==> src/rtl/fm_pkg.sv <==
// Shared types and helpers for the FM receive path.
package fm_pkg;

  typedef enum logic {
    IQ_I = 1'b0,
    IQ_Q = 1'b1
  } iq_e;

  localparam int IQ_NUM = int'(IQ_Q) + 1;

  // Accumulator width needed by a CIC so that integrator wrap cancels in the combs.
  function automatic int cic_acc_w(input int n, input int r_log2, input int order);
    return n + order * r_log2;
  endfunction

endpackage

==> src/rtl/fm_cic_chain.sv <==
// One CIC channel: ORDER pipelined integrators feeding ORDER combs evaluated on dump.
module fm_cic_chain
  import fm_pkg::*;
#(
  parameter int N     = 12,
  parameter int ORDER = 3,
  parameter int ACC_W = 24
) (
  input  logic                    clk,
  input  logic                    n_reset,
  input  logic signed [N-1:0]     din,
  input  logic [ORDER-1:0]        int_en,
  input  logic                    dump,
  output logic signed [ACC_W-1:0] result
);

  logic signed [ACC_W-1:0] integ    [ORDER];
  logic signed [ACC_W-1:0] comb_dly [ORDER];
  logic signed [ACC_W-1:0] comb_in  [ORDER];
  logic signed [ACC_W-1:0] din_ext;

  assign din_ext = {{(ACC_W - N){din[N-1]}}, din};

  // Integrators wrap modulo 2^ACC_W; the comb differences undo the wrap.
  always_ff @(posedge clk or negedge n_reset) begin
    if (!n_reset) begin
      for (int k = 0; k < ORDER; k++) integ[k] <= '0;
    end else begin
      if (int_en[0]) integ[0] <= integ[0] + din_ext;
      for (int k = 1; k < ORDER; k++) begin
        if (int_en[k]) integ[k] <= integ[k] + integ[k-1];
      end
    end
  end

  always_comb begin
    logic signed [ACC_W-1:0] acc;
    acc = integ[ORDER-1];
    for (int k = 0; k < ORDER; k++) begin
      comb_in[k] = acc;
      acc        = acc - comb_dly[k];
    end
    result = acc;
  end

  always_ff @(posedge clk or negedge n_reset) begin
    if (!n_reset) begin
      for (int k = 0; k < ORDER; k++) comb_dly[k] <= '0;
    end else if (dump) begin
      for (int k = 0; k < ORDER; k++) comb_dly[k] <= comb_in[k];
    end
  end

endmodule

==> src/rtl/fm_cic_decimator.sv <==
// I/Q CIC decimator between the FM mixer and discriminator, with a one-entry
// valid/ready output register and a sticky overrun flag.
module fm_cic_decimator
  import fm_pkg::*;
#(
  parameter int N      = 12,
  parameter int R_LOG2 = 4,
  parameter int ORDER  = 3,
  parameter int OUT_W  = 16
) (
  input  logic                    clk,
  input  logic                    n_reset,
  input  logic signed [N-1:0]     in [2],
  input  logic                    in_valid,
  output logic signed [OUT_W-1:0] out [2],
  output logic                    out_valid,
  input  logic                    out_ready,
  output logic                    overrun,
  input  logic                    clr_overrun
);

  localparam int                ACC_W      = cic_acc_w(N, R_LOG2, ORDER);
  localparam int                SHIFT      = ACC_W - OUT_W;
  localparam logic [R_LOG2-1:0] PHASE_LAST = '1;

  logic [ORDER-1:0]        vld_pipe;
  logic [ORDER-1:0]        int_en;
  logic [R_LOG2-1:0]       phase;
  logic                    tick;
  logic                    dump;
  logic                    load_ovr;
  logic signed [ACC_W-1:0] acc_res [IQ_NUM];

  // Stage k integrates when the sample has reached it, so gaps never skew stages.
  assign int_en   = (vld_pipe << 1) | ORDER'(in_valid);
  assign tick     = vld_pipe[ORDER-1];
  assign dump     = tick && (phase == PHASE_LAST);
  assign load_ovr = dump && out_valid && !out_ready;

  always_ff @(posedge clk or negedge n_reset) begin
    if (!n_reset) begin
      vld_pipe <= '0;
      phase    <= '0;
    end else begin
      vld_pipe <= int_en;
      if (tick) phase <= phase + R_LOG2'(1);
    end
  end

  for (genvar ch = 0; ch < IQ_NUM; ch++) begin : g_chain
    fm_cic_chain #(
      .N     (N),
      .ORDER (ORDER),
      .ACC_W (ACC_W)
    ) u_chain (
      .clk     (clk),
      .n_reset (n_reset),
      .din     (in[ch]),
      .int_en  (int_en),
      .dump    (dump),
      .result  (acc_res[ch])
    );
  end

  always_ff @(posedge clk or negedge n_reset) begin
    if (!n_reset) begin
      for (int ch = 0; ch < IQ_NUM; ch++) out[ch] <= '0;
      out_valid <= 1'b0;
      overrun   <= 1'b0;
    end else begin
      if (dump) begin
        for (int ch = 0; ch < IQ_NUM; ch++) out[ch] <= OUT_W'(acc_res[ch] >>> SHIFT);
        out_valid <= 1'b1;
      end else if (out_ready) begin
        out_valid <= 1'b0;
      end
      // Setting wins over a simultaneous clear.
      if (load_ovr)         overrun <= 1'b1;
      else if (clr_overrun) overrun <= 1'b0;
    end
  end

endmodule
==> config.mk <==
export PLATFORM = sky130hd
export DESIGN_NAME = fm_cic_decimator
export DESIGN_NICKNAME = d
export VERILOG_FILES = /design/src/rtl/fm_pkg.sv /design/src/rtl/fm_cic_chain.sv /design/src/rtl/fm_cic_decimator.sv
export SDC_FILE = /design/constraint.sdc
export NUM_CORES = 1
export LEC_CHECK = 0
export CAP_MARGIN = 20
export CORE_MARGIN = 2
export CORE_UTILIZATION = 60
export CTS_BUF_LIST = sky130_fd_sc_hd__clkbuf_8
export CTS_CLUSTER_SIZE = 30
export DETAILED_ROUTE_END_ITERATION = 8
export GPL_TIMING_DRIVEN = 1
export PLACE_DENSITY = 0.78
export SLEW_MARGIN = 10
export SYNTH_ARGS = -nofsm -noshare
export SYNTH_HDL_FRONTEND = slang
export SYNTH_SLANG_ARGS = --single-unit
==> constraint.sdc <==
create_clock -name clk -period 7.9 [get_ports clk]
set_input_delay 1.58 -clock clk [delete_from_list [all_inputs] [get_ports clk]]
set_output_delay 1.58 -clock clk [all_outputs]
set_load 0.005 [all_outputs]
==> summary.txt <==
Global routing
  – Remaining Overflow, GRT: 0
  – Pin count of the biggest net entering global routing: 127
  – Global Route Usage Sum: 22.2%
  – Initial antenna violation count: 0
  – Vias in the first global route: 17600
  – First-pass GRT wire length: 79200 um

Clock network
  – CTS tree: built
  – Hold Buf Count CTS: 0
  – Root buffer cell: clkbuf_8
  – CTS buffer count: 56
  – H-tree levels: 2
  – Post-CTS setup buffer count: 0
  – PostCTS Resize Cnt: 0
  – CTS Sinks: 329
  – Clock-pin slew on the worst setup and hold paths: 0.06 ns
  – Worst skew pair latency: 0.62 ns
  – CTS max path bufs: 3

Placed design
  – Detailed Place HPWL: 33700 um
  – IO Port Bufs: 62
  – Routability cong.: 0.857

Floorplanning
  – Die Ht: 204 um
  – IO Count: 63
  – DIE WIDTH: 204 um
  – # rows: 73
  – Die area: 41500 um^2
  – Initial Util: 60.5%
  – Core area: 39500 um^2

Status
  – Status: finished clean

Worst setup path
  – Critical path class: flop to flop
  – Worst setup EP type: flop
  – Worst setup SP type: flop
  – CP Data Required Time: 8.38 ns
  – Largest fanout on the critical path: 5
  – Top cell by count, worst path: a21o_1
  – Slowest stage delay, CP: 0.45 ns
  – Critical-path top delay cell: dfrtp_1
  – Arrival time worst endpoint: 7.09 ns

Synthesis
  – Dominant synthesized flop cell: dfrtp_1
  – Cell area after synthesis: 23900 um^2
  – Ys Warns: 0
  – Syn_area_per_cell: 9.73 um^2
  – Synth top area cells: dfrtp_1 (34%), ha_1 (14%), mux2_2 (11%)
  – EDFF count, synth: 0
  – Synthesized Nets: 2775
  – Post-Synthesis Cells: 2461
  – Seq/Total Area, Yosys: 34.4%
  – Cell accounting for the most synthesized area: dfrtp_1
  – Number of distinct library cells after synthesis: 66
  – FF+latch count, synth: 329
  – Async set-or-reset flop fraction in the synthesized netlist: 100%
  – Synth top area share: 34.4%

Timing
  – Clk_skew: 0.0421 ns
  – Slew @ Worst Pin: 1.00 ns
  – Final Cycle Share: 83.7%
  – Minimum clock period: 6.61 ns
  – Slew Limit Fails: 0
  – Max Fclk: 0.151 GHz
  – Hold Vio Cnt, Final: 0
  – RSZ-0062 raised after global routing: no
  – Setup violators final: 0
  – Setup TNS: 0 ns
  – Slew HR: 33.3%

Drt
  – Final wirelength: 44900 um
  – Residual DRC: 0
  – Wire per inst: 14.4 um
  – Vias: 17500
  – 1st-iter DRT viols: 751
  – Drt first pass iters: 5
  – Vias/cell: 5.64
  – DRT antenna net count: 0

Layout
  – Filler instances: 3039
  – Share of cells above drive strength 1: 13.4%
  – Most frequent cells in the layout: dfrtp_1 (327), ha_1 (275), mux2_2 (238)
  – P&R area growth vs syn: 10.0%
  – Commonest non-fill, non-tap cell in the layout: dfrtp_1
  – Final net count: 2860
  – Core Util, Final: 66.6%
  – N_diodes: 0

Job
  – Max-cap violations: 0

Worst hold path
  – Worst min path class: flop to flop
==> metal layers <==
layer  global-route usage [%]  wire length, um
met1                     29.9            22000
met2                     37.6            20600
met3                     2.70             1330
met4                     6.20              920
met5                        0                0
==> kinds of logic (layout without fill, tap and decap cells) <==
logic type | after synthesis | after routing | synth area share (%)
compound gates | 625 | 625 | 16.6
xor+xnor | 236 | 236 | 8.64
fa+ha+maj | 285 | 285 | 15.2
buf+inv | 262 | 389 | 4.11
flops | 329 | 329 | 34.4
mux | 246 | 246 | 11.5
simple gates | 478 | 478 | 9.55
==> state kept, by name, indices dropped and copies added, names as in the netlist <==
| signal | flops |
|---|---|
| g_chain.u_chain.comb_in | 48 |
| vld_pipe | 3 |
| overrun | 1 |
| g_chain.u_chain.comb_dly | 144 |
| g_chain.u_chain.integ | 96 |
| out_valid | 1 |
| out | 32 |
| phase | 4 |
==> Yosys cell counts (15+ instances only) <==
cell type	number
dfrtp_1	329
ha_1	275
mux2_2	238
inv_1	217
a21oi_1	185
xnor2_1	177
nand2_1	133
nor2_1	124
o21ai_0	109
a21o_1	87
xor2_1	59
nor3_1	43
o21a_1	42
clkbuf_1	40
nand3_1	38
nand2b_1	34
o21bai_1	33
o21ai_1	32
and3_1	26
nor2b_1	25
a31oi_1	24
a211oi_1	18
nand4_1	15
==> through the flow <==
| stage | hold slack (ns) | setup WS, ns | std cells | instance area (um^2) |
|---|---|---|---|---|
| after detailed placement | 0.470 | 1.42 | 3011 | 25100 |
| after global routing | 0.507 | 0.849 | 3113 | 26300 |
| after global placement | 0.456 | 1.65 | 3011 | 25100 |
| after CTS | 0.482 | 1.32 | 3111 | 26300 |
| final | 0.474 | 1.29 | 3113 | 26300 |
| after floorplan | 0.352 | 2.08 | 2461 | 23900 |
==> final cells by class <==
class	instances	area, um^2	share of cell area (%)
Inverter	219	822	3.12
Clock buffer	67	922	3.50
Multi-Input combinational cell	1870	14700	55.9
Sequential cell	329	8240	31.3
Clock inverter	33	258	0.979
Tap cell	525	657	2.49
Timing Repair Buffer	70	726	2.76
==> final timing paths <==
| path | from | end | slack (ns) | cells past startpoint |
|---|---|---|---|---|
| setup / recovery | g_chain[0].u_chain.comb_in[49]$_DFFE_PN0P_ | out[30]$_DFFE_PN0P_ | 1.29 | 28 |
| hold / removal | out[7]$_DFFE_PN0P_ | out[7]$_DFFE_PN0P_ | 0.47 | 2 |
| setup reg to reg | g_chain[0].u_chain.comb_in[49]$_DFFE_PN0P_ | out[30]$_DFFE_PN0P_ | 1.29 | 28 |
| hold reg to reg | out[7]$_DFFE_PN0P_ | out[7]$_DFFE_PN0P_ | 0.47 | 2 |
| max in group asynchronous | n_reset | g_chain[0].u_chain.integ[27]$_DFFE_PN0P_ | 5.60 | 2 |
| min in group asynchronous | n_reset | g_chain[1].u_chain.integ[51]$_DFFE_PN0P_ | 1.01 | 1 |
==> worst max-delay path, delay by kind of cell, from the launching register on <==
family                     cells  cell delay (ns)
AOI/OAI and AO/OA             18             3.87
adders and majority gates      3             1.00
and+or+nand+nor                5             0.82
DFF                            1             0.45
xor gates and xnor gates       2             0.32
Power is not shown: default switching activity piles up to over one toggle a cycle in this logic, so the estimate is an artifact.
